<file path="src/rtl/sdram_arbiter_if.sv">
// sdram_arbiter_if: req/fin read/write port bundle; master issues requests, slave completes them
interface sdram_arbiter_if #(parameter int ADDR_W = 32, parameter int DATA_W = 32);
  logic              wr_req;
  logic              rd_req;
  logic [ADDR_W-1:0] wr_addr;
  logic [ADDR_W-1:0] rd_addr;
  logic [DATA_W-1:0] wr_data;
  logic [DATA_W-1:0] rd_data;
  logic              wr_fin;
  logic              rd_fin;
  modport master(output wr_req, rd_req, wr_addr, rd_addr, wr_data, input rd_data, wr_fin, rd_fin);
  modport slave(input wr_req, rd_req, wr_addr, rd_addr, wr_data, output rd_data, wr_fin, rd_fin);
endinterface

</file>
<file path="src/rtl/sdram_arbiter.sv">
// sdram_arbiter: serialises IF (p0) and MEM (p1) accesses onto one SDRAM req/fin port.
// SDRAM_ARB_RR_EN selects round-robin arbitration; otherwise p1 wins every tie.
module sdram_arbiter (
  input  logic clk,
  input  logic reset,
  sdram_arbiter_if.slave  p0,
  sdram_arbiter_if.slave  p1,
  sdram_arbiter_if.master sdram,
  output logic busy,
  output logic grant
);
  typedef enum logic [1:0] {IDLE, WR, RD, FIN} state_t;
  state_t state, state_n;
  logic any0, any1, pick, sel, wsel, wr_done, rd_done;
`ifdef SDRAM_ARB_RR_EN
  logic ptr;
`endif
  always_comb begin
    any0 = p0.wr_req | p0.rd_req;
    any1 = p1.wr_req | p1.rd_req;
    pick = any0 | any1;
`ifdef SDRAM_ARB_RR_EN
    sel = (any0 & any1) ? ptr : any1;
`else
    sel = any1;
`endif
    wsel = sel ? p1.wr_req : p0.wr_req;
    wr_done = state == WR && sdram.wr_fin;
    rd_done = state == RD && sdram.rd_fin;
    state_n = state == IDLE ? (pick ? (wsel ? WR : RD) : IDLE) :
              state == WR   ? (sdram.wr_fin ? FIN : WR) :
              state == RD   ? (sdram.rd_fin ? FIN : RD) : IDLE;
  end
  always_ff @(posedge clk) begin
    if (reset) begin
      state         <= IDLE;
      grant         <= 1'b0;
      sdram.wr_req  <= 1'b0;
      sdram.rd_req  <= 1'b0;
      sdram.wr_addr <= '0;
      sdram.rd_addr <= '0;
      sdram.wr_data <= '0;
      p0.wr_fin     <= 1'b0;
      p1.wr_fin     <= 1'b0;
      p0.rd_fin     <= 1'b0;
      p1.rd_fin     <= 1'b0;
      p0.rd_data    <= '0;
      p1.rd_data    <= '0;
`ifdef SDRAM_ARB_RR_EN
      ptr           <= 1'b0;
`endif
    end else begin
      state        <= state_n;
      sdram.wr_req <= state_n == WR;
      sdram.rd_req <= state_n == RD;
      p0.wr_fin    <= wr_done & ~grant;
      p1.wr_fin    <= wr_done & grant;
      p0.rd_fin    <= rd_done & ~grant;
      p1.rd_fin    <= rd_done & grant;
      // latch only the side of the granted port that the access will use
      if (state == IDLE && pick) begin
        grant <= sel;
        if (wsel) begin
          sdram.wr_addr <= sel ? p1.wr_addr : p0.wr_addr;
          sdram.wr_data <= sel ? p1.wr_data : p0.wr_data;
        end else
          sdram.rd_addr <= sel ? p1.rd_addr : p0.rd_addr;
      end
      if (rd_done && !grant) p0.rd_data <= sdram.rd_data;
      if (rd_done && grant) p1.rd_data <= sdram.rd_data;
`ifdef SDRAM_ARB_RR_EN
      if (wr_done || rd_done) ptr <= ~grant;
`endif
    end
  end
  assign busy = state != IDLE;
endmodule
</file>
<file path="src/flat_wrapper.sv">
// flat-port wrapper written by rule: the top's interface ports become plain ports
module sdram_arbiter_flat 
  (clk, reset, busy, grant, p0_wr_req, p0_rd_req, p0_wr_addr, p0_rd_addr, p0_wr_data, p0_rd_data, p0_wr_fin, p0_rd_fin, p1_wr_req, p1_rd_req, p1_wr_addr, p1_rd_addr, p1_wr_data, p1_rd_data, p1_wr_fin, p1_rd_fin, sdram_wr_req, sdram_rd_req, sdram_wr_addr, sdram_rd_addr, sdram_wr_data, sdram_rd_data, sdram_wr_fin, sdram_rd_fin);
  sdram_arbiter_if p0_i ();
  sdram_arbiter_if p1_i ();
  sdram_arbiter_if sdram_i ();
  input  logic clk;
  input  logic reset;
  output logic busy;
  output logic grant;
  input wire logic [$bits(p0_i.wr_req)-1:0] p0_wr_req;
  input wire logic [$bits(p0_i.rd_req)-1:0] p0_rd_req;
  input wire logic [$bits(p0_i.wr_addr)-1:0] p0_wr_addr;
  input wire logic [$bits(p0_i.rd_addr)-1:0] p0_rd_addr;
  input wire logic [$bits(p0_i.wr_data)-1:0] p0_wr_data;
  output wire logic [$bits(p0_i.rd_data)-1:0] p0_rd_data;
  output wire logic [$bits(p0_i.wr_fin)-1:0] p0_wr_fin;
  output wire logic [$bits(p0_i.rd_fin)-1:0] p0_rd_fin;
  input wire logic [$bits(p1_i.wr_req)-1:0] p1_wr_req;
  input wire logic [$bits(p1_i.rd_req)-1:0] p1_rd_req;
  input wire logic [$bits(p1_i.wr_addr)-1:0] p1_wr_addr;
  input wire logic [$bits(p1_i.rd_addr)-1:0] p1_rd_addr;
  input wire logic [$bits(p1_i.wr_data)-1:0] p1_wr_data;
  output wire logic [$bits(p1_i.rd_data)-1:0] p1_rd_data;
  output wire logic [$bits(p1_i.wr_fin)-1:0] p1_wr_fin;
  output wire logic [$bits(p1_i.rd_fin)-1:0] p1_rd_fin;
  output wire logic [$bits(sdram_i.wr_req)-1:0] sdram_wr_req;
  output wire logic [$bits(sdram_i.rd_req)-1:0] sdram_rd_req;
  output wire logic [$bits(sdram_i.wr_addr)-1:0] sdram_wr_addr;
  output wire logic [$bits(sdram_i.rd_addr)-1:0] sdram_rd_addr;
  output wire logic [$bits(sdram_i.wr_data)-1:0] sdram_wr_data;
  input wire logic [$bits(sdram_i.rd_data)-1:0] sdram_rd_data;
  input wire logic [$bits(sdram_i.wr_fin)-1:0] sdram_wr_fin;
  input wire logic [$bits(sdram_i.rd_fin)-1:0] sdram_rd_fin;
  assign p0_i.wr_req = p0_wr_req;
  assign p0_i.rd_req = p0_rd_req;
  assign p0_i.wr_addr = p0_wr_addr;
  assign p0_i.rd_addr = p0_rd_addr;
  assign p0_i.wr_data = p0_wr_data;
  assign p0_rd_data = p0_i.rd_data;
  assign p0_wr_fin = p0_i.wr_fin;
  assign p0_rd_fin = p0_i.rd_fin;
  assign p1_i.wr_req = p1_wr_req;
  assign p1_i.rd_req = p1_rd_req;
  assign p1_i.wr_addr = p1_wr_addr;
  assign p1_i.rd_addr = p1_rd_addr;
  assign p1_i.wr_data = p1_wr_data;
  assign p1_rd_data = p1_i.rd_data;
  assign p1_wr_fin = p1_i.wr_fin;
  assign p1_rd_fin = p1_i.rd_fin;
  assign sdram_wr_req = sdram_i.wr_req;
  assign sdram_rd_req = sdram_i.rd_req;
  assign sdram_wr_addr = sdram_i.wr_addr;
  assign sdram_rd_addr = sdram_i.rd_addr;
  assign sdram_wr_data = sdram_i.wr_data;
  assign sdram_i.rd_data = sdram_rd_data;
  assign sdram_i.wr_fin = sdram_wr_fin;
  assign sdram_i.rd_fin = sdram_rd_fin;
  sdram_arbiter u_core (.clk(clk), .reset(reset), .p0(p0_i), .p1(p1_i), .sdram(sdram_i), .busy(busy), .grant(grant));
endmodule
</file>
<file path="config.mk">
export PLATFORM = sky130hd
export DESIGN_NAME = sdram_arbiter_flat
export DESIGN_NICKNAME = d
export VERILOG_FILES = /design/src/rtl/sdram_arbiter_if.sv /design/src/rtl/sdram_arbiter.sv /design/src/flat_wrapper.sv
export SDC_FILE = /design/constraint.sdc
export NUM_CORES = 1
export LEC_CHECK = 0
export ABC_AREA = 1
export CAP_MARGIN = 10
export CORE_AREA = 5 5 151 153
export DETAILED_ROUTE_END_ITERATION = 6
export DIE_AREA = 0 0 156 158
export PLACE_DENSITY = 0.73
export SYNTH_ARGS = -nofsm -noshare
export SYNTH_HDL_FRONTEND = slang
export SYNTH_SLANG_ARGS = --single-unit
</file>
<file path="constraint.sdc">
create_clock -name clk -period 1.5 [get_ports clk]
set_input_delay 0.3 -clock clk [delete_from_list [all_inputs] [get_ports clk]]
set_output_delay 0.3 -clock clk [all_outputs]
set_load 0.02 [all_outputs]
</file>
After elaboration in Yosys (flattened, before gate mapping)
Index checks and enable logic that the tools add are counted. W data, S select, Z words.

Flip-flop bits (word level): 169. Bits of input ports: 232. Logic and storage cells: 47.

Equality and inequality tests: 4. Multiplexer cells: 11. Bitwise logic cells: 9. Reductions and logical operators: 10.

Operators with widths (count): $mux W32 (3); $mux W2 (6); $logic_and A1 B1 Y1 (5); $and A1 B1 Y1 (4); $eq A2 B1 Y1 const B (2); $eq A2 B2 Y1 const B (2); $reduce_and A2 Y1 (2); $or A1 B1 Y1 (3); $logic_not A2 Y1 (1); $mux W1 (2); $not A1 Y1 (2); $reduce_bool A2 Y1 (1); $logic_not A1 Y1 (1).

Longest topological paths before layout
Gate-level depths: netlist of run 1.

Depth in word-level cells: 6. Gate-level depth with buffers: 10. Mapped depth without buffers: 7.

Least setup slack after synthesis of run 1
No wires, ideal clock.

Kind: input -> register. Start point: in p1_wr_req. End point: reg u_core.sdram.rd_addr[21]. Library setup time: 113 ps. Arrival: 1236 ps. Data required time: 1387 ps. Slack: 151 ps. Stages on the path: 10. Buffers on the path: 4. Cells stage by stage: buf_6 > buf_6 > nor2_4 > nand2_1 > nand3_1 > buf_4 > buf_4 > nand2_1 > nand2_1 > nor2_1.

Longest elaborated chain between the ends: 4. Elaborated cells on any way between the ends: 7.

Ends and longest elaborated chain: start: declaration (line flat_wrapper.sv:19) `input wire logic [$bits(p1_i.wr_req)-1:0] p1_wr_req;`; $or A1 B1 Y1 (line sdram_arbiter.sv:20) `any1 = p1.wr_req | p1.rd_req;`; $or A1 B1 Y1 / $mux W1 (equally long branches) (line sdram_arbiter.sv:21, sdram_arbiter.sv:27); $logic_and A1 B1 Y1 / $not A1 Y1 (equally long branches); $reduce_and A2 Y1 (no line); end: declaration (line sdram_arbiter_if.sv:11) `modport master(output wr_req, rd_req, wr_addr, rd_addr, wr_data, input rd_data, wr_fin, rd_fin);`.

Parallel ways exist; a longest one is shown, timed or not. A chain may end at the register's enable or synchronous reset.

Worst setup path after layout of run 1
Start point: reg u_core.state[0]. End point: out busy.

Longest elaborated chain between the ends: 1.

Ends and longest elaborated chain: start: declaration (line sdram_arbiter.sv:13) `state_t state, state_n;`; start signal: assignment (line sdram_arbiter.sv:53) `state <= state_n;`; $reduce_bool A2 Y1 (line sdram_arbiter.sv:76) `assign busy = state != IDLE;`; end: declaration (line flat_wrapper.sv:9) `output logic busy;`.

Every way passes these cells.

==> results of run 1 <==
==> metal layers <==
metal	wire, um	up-vias
met4	589	2
met5	20	-
met2	14120	295
met3	2760	38
li1	-	4374
met1	11710	3881
==> worst min-delay path by stage <==
stage / cells after the start / start / slack [ps] / endpoint
global route: 3 / sdram_rd_data[25] / 480 / u_core.p0.rd_data[25]$_SDFFE_PP0P_
detailed placement: 2 / u_core.sdram.wr_data[16]$_SDFFE_PP0P_ / 470 / u_core.sdram.wr_data[16]$_SDFFE_PP0P_
CTS: 3 / sdram_rd_data[4] / 470 / u_core.p0.rd_data[4]$_SDFFE_PP0P_
finish: 2 / u_core.sdram.wr_data[3]$_SDFFE_PP0P_ / 480 / u_core.sdram.wr_data[3]$_SDFFE_PP0P_
floorplan: 1 / reset / 370 / u_core.grant$_SDFFE_PP0N_
global placement: 2 / u_core.sdram.wr_data[21]$_SDFFE_PP0P_ / 460 / u_core.sdram.wr_data[21]$_SDFFE_PP0P_
==> cells by family (layout without fill, tap and decap cells) <==
logic type,after synthesis,count (layout),synth area share [%]
AND/OR/NAND/NOR,536,536,27.24
AO/OA/AOI/OAI,293,293,19.65
flip-flops,169,169,45.33
buffers and inverters,132,533,7.778
other,0,1,0
==> metrics by stage <==
stage	instance area [um2]	utilization [%]	total power, mW	TNS [ps]	setup slack [ps]
5_1_grt	12540	58.57	14.34	-76.88	-76.88
6_report	12540	58.57	13.60	-6.620	-6.620
4_1_cts	12500	58.35	13.71	-164.2	-164.2
3_5_place_dp	12070	56.36	9.564	-25890	-214.5
2_1_floorplan	7463	-	7.304	0	151.3
3_3_place_gp	12070	56.36	9.517	-22030	-221.1
==> Yosys cell counts (all sizes together) <==
master / count
nand3: 3
nor3: 2
nor2: 266
clkinv: 1
a21oi: 66
clkbuf: 59
inv: 42
nand2: 265
dfxtp: 169
o21ai: 227
buf: 30
==> cell type report <==
class,instances,area share (%)
Tap cell,280,2.793
Antenna cell,1,0.01995
Multi-Input combinational cell,829,28.16
Sequential cell,169,26.99
Timing Repair Buffer,458,36.04
Clock inverter,14,1.157
Clock buffer,18,3.501
Inverter,43,1.347
==> worst register-to-register path: cells and delay by family, from the launching register on <==
| family | cells | cell delay [ps] |
|---|---|---|
| and+or+nand+nor | 5 | 570 |
| buffers and inverters | 3 | 330 |
| DFF | 1 | 360 |
==> cell usage in the layout, fill, tap and decap left out <==
cell type,netlist,final
nor2_4,1,4
dfxtp_2,0,2
nand2_2,0,2
inv_1,39,38
o21ai_1,27,27
diode_2,0,1
clkbuf_16,0,17
inv_6,0,4
inv_4,0,3
bufbuf_16,0,1
inv_8,0,6
nand3_2,0,1
clkdlybuf4s50_1,0,229
buf_4,13,36
nor2_1,262,262
buf_12,0,22
nand2_1,265,262
clkinv_4,0,3
a21oi_1,66,66
clkbuf_8,0,1
nand3_1,3,2
clkinv_8,0,1
nand2_4,0,1
buf_6,2,2
buf_2,12,2
clkbuf_2,5,1
inv_2,3,2
dlygate4sd2_1,0,163
nor3_1,2,2
clkdlybuf4s15_1,0,2
o21ai_0,200,200
dfxtp_1,169,167
==> flip-flops by register name, summed over array words and instances (netlist names) <==
| name | cells |
|---|---|
| u_core.p1.rd_fin | 1 |
| u_core.sdram.wr_addr | 32 |
| u_core.p0.wr_fin | 1 |
| u_core.sdram.wr_req | 1 |
| u_core.grant | 1 |
| u_core.sdram.wr_data | 32 |
| u_core.p0.rd_data | 32 |
| u_core.sdram.rd_addr | 32 |
| u_core.state | 2 |
| u_core.sdram.rd_req | 1 |
| u_core.p1.rd_data | 32 |
| u_core.p1.wr_fin | 1 |
| u_core.p0.rd_fin | 1 |
==> power by group through the flow <==
| stage | clock (mW) | sequential, mW | combinational (mW) |
|---|---|---|---|
| detailed placement | 0 | 5.34 | 4.22 |
| floorplan | 0 | 5.91 | 1.39 |
| finish | 4.37 | 5.23 | 4.00 |
| CTS | 4.49 | 5.23 | 3.98 |
| global route | 4.68 | 5.29 | 4.37 |
| global placement | 0 | 5.32 | 4.20 |
==> timing repair <==
item / in CTS / in global routing
resized for setup: 173 / 9
cloned: 1 / 0
buffers inserted: 0 / 4
pin swaps: 1 / 1
endpoints found under the hold margin: 0 / 0
setup endpoints to repair: 168 / 29
==> results summary, run 1 <==
The share of total power dissipated in sequential elements is 38.5%. The worst hold slack is 476.3 ps. In this run the clock root is driven by a clkbuf_16. The checks that failed: setup timing. The largest area contributor in the synthesized netlist is dfxtp_1. In this run the most used layer during global routing was met2. The H-tree generated during clock tree synthesis spans 4 levels. Walking the worst path, the cells encountered are nor2_4, buf_12, inv_4, buf_6. The switching component of the power came out at 4.536 mW. The final period demand of the worst path is 1507 ps.

For this run, global-route usage on met1 was measured as 25.87%. The proportion of power drawn by combinational gates came out at 29.4%. The routability congestion estimate is 0.8536.

The average wire per cell in the routed design is 16.12 um. The arrival time of the worst setup path is 1210 ps. The met2 routing resource usage after global routing came out at 38.74%. The region available for standard cell placement spans 21420 um2.

The final setup violation count is 1. Buffers inserted to repair hold after CTS numbered 0. The register bit total from synthesis is 169. The number of cell instances on the worst register-to-register path came out at 8. The maximum single-stage delay on the critical path is 350 ps. The final critical-path setup slack came out at -6.620 ps. The synthesis warning total came out at 0. The number of top-level design ports came out at 400. The non-filler instance count after layout is 1812. The global-route total usage across every layer is 22.41%. The critical path ends at busy. Yosys mapped the design onto 19 distinct sky130hd cell types. The internal portion of the total power is 9.059 mW. The row count is 54. The total overflow left after global routing is 0. The number of optimization iterations in the first detailed-route pass is 4. The clock passes through at most 2 buffers. The worst-skew pair later-pin latency came out at 420 ps. The met3 demand-to-capacity share in global routing is 8.967%. The share of the cycle needed by the critical path after routing is 100.4%.

The sequential cells in the finished layout cover a total of 3386 um2. The type of element capturing the critical path is a primary output. The clock network power share is 32.1%. The proportion of layout cells with a drive suffix above 1 came out at 7.250%.

Of the post-synthesis cell area, the dominant cell type holds 45.33%. The capturing point of the worst reg2reg path is u_core.p0.rd_data[19]$_SDFFE_PP0P_. The post-synthesis area per instance came out at 6.605 um2. The synthesis-to-layout area growth came out at 68.08%. The power density normalized to cell area is 1084 nW/um2.

The worst register-to-register path has a setup slack of 130 ps. By area the synthesized netlist is led by dfxtp_1, o21ai_0, nand2_1, nor2_1, a21oi_1. The number of DRC violations after detailed routing is 0. For this design, the slowest cell found on the critical path is dfxtp_2. The violation count after the first detailed-route iteration came out at 599. Clock tree synthesis inserted a total of 17 buffers. Once placement completed, the tool counted placed cells totaling 1774. By startpoint and endpoint, the worst setup path is classified as flop to primary output.

In this run switching power makes up 33.37% of total power. The number of antenna violations at the first check in global routing is 2. Input and output buffers added on the ports amount to 399. The final HPWL from detailed placement came out at 21.63 mm. Broken down by cell family, the worst path's largest delay share belongs to flip-flops.

The run finished, with violations left. The clock net sink count came out at 169. The final-layout fill cell count came out at 2043. In this run the remaining antenna-violating nets after routing total 0.

The worst setup path is launched from a flop. The total nets after synthesis came out at 1362. The detailed router placed 8590 vias in this run.

Entering global routing, the biggest net connects 77 pins. Setup repair after global routing could not meet its margin everywhere. The area of combinational cells with multiple inputs is 3532 um2. Along the worst path, the maximum fanout reaches 8.

The sequential fraction of the synthesis area is 45.33%. The clock-pin transition on the worst setup and hold timing paths came out at 70 ps. The worst clock skew on the final layout is 13.78 ps. Max-cap violations in this run came to 0.

The final net count came out at 1750. The final routed wirelength across all metal layers is 29.20 mm. In this run the number of cells on the critical path is 4.

The max-slew violation count is 0. The synthesized netlist occupies a cell area of 7463 um2. The startpoint identified for the worst register-to-register timing path is u_core.state[1]$_SDFF_PP0_.

The number of buffers and inverters on the critical path came out at 3. The clock tree from TritonCTS is yes. Summed over all cells, the static leakage comes to 6.155 nW.

The die is 158 um tall. Derived from the worst setup path, the maximum achievable clock frequency is 663.7 MHz. VDD sags by at most 0.7410 mV.

Using the TritonRoute via totals, the vias-per-cell ratio works out to 4.741. The number of cells produced by synthesis came out at 1130. The transition time at the pin with the least slew margin is 386.0 ps. The worst slew slack as a fraction of its limit came out at 74.27%. The number of global-route vias before repair is 8408. The die area is 24650 um2. The required time of the critical path is 1200 ps.

In this run the worst setup path begins at u_core.state[0]$_SDFF_PP0_. The initial utilization of the core area, before any placement, comes to 34.85%. The path class of the tightest hold or removal check is flop to flop. The wire length of the first global-routing pass came out at 44.35 mm.

The die outline width came out at 156 um. The final-report hold violation count was 0.
Note: power is estimated with default switching activity, not from simulation.
==> run 2: changes to the inputs <==
HOLD_SLACK_MARGIN = 0.15   (was unset)
PLACE_DENSITY = 0.77   (was 0.73)
==> run 2 against run 1 <==
Effect of this change:
- the run now ends clean
- critical path type unchanged
- critical endpoint is now sdram_rd_addr[24]
- non-clock buffer count down 10
- highest routed layer is now met4
- global-route usage fell by 1.1 points
- clock-buffer cell count is the same
- worst hold slack got worse by 42 ps
- setup slack improved by 78 ps
- total power down 2.0%
- combinational power is 4% lower
- clock power down 2%
- design area decreased by 1.7%
- first-iteration DRC count shrank 23%
- critical path depth decreased by 3
- sequential share of layout area up 0.46 points
==> results summary, run 2 (synthesis gave the netlist of run 1 again) <==
The worst slew slack as a fraction of its limit came out at 63.72%. The overall via count from detail_route is 8536. STA classifies the critical path endpoint as a primary output. After floorplanning, the core was sized to cover 21420 um2. After layout, the worst setup slack is 71.40 ps. The clock-pin transition on the worst setup and hold timing paths came out at 70 ps. At the end of routability-driven placement, the weighted congestion stood at 0.8127. The worst-skew pair later-pin latency came out at 420 ps. In this run the critical register-to-register path is launched from u_core.state[1]$_SDFF_PP0_. The proportion of layout cells with a drive suffix above 1 came out at 6.377%. The number of optimization iterations in the first detailed-route pass is 7. The flow ran to the end, and the final reports show no timing, DRC or antenna violations. The worst supply voltage drop on vdd is 0.6797 mV. At the worst endpoint, the arrival time is 1130 ps.

The worst register-to-register path has a setup slack of 160 ps. The die extent in y came out at 158 um. The clock passes through at most 2 buffers. Setup violations remaining at the end of the flow were counted as 0. The number of top-level design ports came out at 400.

Clock skew on the completed layout was measured at 14.15 ps. 0 antenna diodes ended up in the layout. The critical path is of the flop to primary output type. The startpoint identified for the worst hold timing path is p1_wr_req. Wires add up to 27.73 mm. Dividing total power by cell area gives a power density of 1080 nW/um2. Compared with the post-synthesis result, the final layout area differs by 65.25%.

The wire length of the first global-routing pass came out at 42.72 mm. The floorplan has 54 rows. The number of buffers created by CTS is 17. The number of global-route vias before repair is 8361. Cells fill 57.58% of the core in the end.

The number of buffers and inverters on the critical path is 1. The first routing iteration left 460 violations. Buffers inserted to repair hold after CTS numbered 0. In this run the worst hold path is classified as primary input to flop. The die area came out at 24650 um2. The maximum single-stage delay on the critical path is 380 ps. The number of max-capacitance violations reported came out at 0.

The most critical setup path has its startpoint at u_core.sdram.rd_addr[24]$_SDFFE_PP0P_. The max-slew violation count came to 0. The required time of the critical path is 1200 ps.

The number of antenna violations at the first check in global routing came out at 0. The final-report hold violation count is 0. The routed design could run at a clock period as short as 1429 ps. The initial standard-cell utilization of the core is 34.85%.

The nature of the critical path startpoint is a flop. The average wire per cell in the routed design came out at 15.40 um. The standby leakage power came out at 6.050 nW. The final HPWL from detailed placement came out at 20.89 mm. The share of the cycle needed by the critical path after routing is 95.24%. The die is 156 um wide. The tree built by TritonCTS fans out to 169 sinks. The transition time at the pin with the least slew margin came out at 544.2 ps.

The clock tree from TritonCTS is yes. The number of H-tree levels came out at 4. The pin count of the biggest net entering global routing came out at 97.

Setup repair after global routing left no endpoint under its margin. The global-route total usage across every layer is 21.31%. Walking the worst path, the cells encountered are dlygate4sd2_1. The final net count came out at 1740.

The maximum fanout along the worst path came out at 2. Global routing finished with a remaining overflow of 0. The kind of cell with the highest combined delay on the critical path is buffers and inverters.

The highest clock rate is 700.0 MHz. Among all stages on the critical path, the largest delay is contributed by dlygate4sd2_1. The cell at the root of the clock tree is clkbuf_16. Using the TritonRoute via totals, the vias-per-cell ratio works out to 4.740. The worst slack at placement came out at -194.9 ps. Leaving out fill and tap cells, the most frequent cells in the layout are nand2_1, nor2_1, clkdlybuf4s50_1, o21ai_0, dfxtp_1. The count of input and output buffers is 399. The number of DRC violations after detailed routing is 0.

The number of antenna-violating nets in the routed design is 0.
[run 2: cell types whose count changed in the layout (fill, tap and decap cells not counted), sizes merged]
cell / previous run / this run
clkinv: 4 / 5
clkinvlp: 0 / 2
buf: 62 / 52
diode: 1 / 0
inv: 53 / 50
dlygate4sd2: 163 / 166
clkdlybuf4s15: 2 / 1
clkbuf: 19 / 18
bufbuf: 1 / 0
[run 2: final timing paths]
check                           cells past startpoint                                    end
worst max register to register                      8      u_core.p0.rd_data[0]$_SDFFE_PP0P_
worst max-delay path                                1                      sdram_rd_addr[24]
worst min-delay path                                5  u_core.sdram.wr_addr[13]$_SDFFE_PP0P_
worst min register to register                      2  u_core.sdram.wr_data[17]$_SDFFE_PP0P_
[run 2: tightest hold or removal path, cell delays in order]
cell and delay, ps:
buf_2 190, o21ai_0 120, nand2_1 60, o21ai_1 60, nor2_1 70
[run 2: layout make-up]
class                   instances  area, um2
clock inverters                14      152.6
repair buffers                448       4329
inverters                      43      163.9
well taps                     280      350.3
fillers                      2065       9085
clock buffers                  18      429.2
flip-flops and latches        169       3386
multi-input cells             829       3522
[run 2: repair_timing]
action	in CTS	in global routing
pin swaps	1	0
endpoints found under the setup margin	168	65
gates cloned	0	0
resized for setup	167	5
setup buffers	1	0
[run 2: power by group]
part	switching, mW	internal, mW
clock	2.04	2.23
combinational	2.16	1.68
sequential	0.222	4.98
total	4.42	8.90
[run 2: routing by layer]
metal,GRT usage [%],part of all wire (%),up-vias
met5,0,0,-
li1,-,-,4349
met1,23.74,39,3830
met2,37.10,48,311
met4,7.878,2.7,0
met3,8.092,9.8,46
[run 2: through the flow]
step           cells  total power [mW]  hold WS [ps]  cell area (um2)  TNS [ps]
3_3_place_gp    1768             9.453         461.3            11940    -12630
6_report        1801             13.32         434.1            12330         0
2_1_floorplan   1130             7.304         369.1             7463         0
3_5_place_dp    1768             9.512         468.6            11940    -17670
4_1_cts         1801             13.47         432.4            12320         0
5_1_grt         1801             14.06         489.0            12330         0
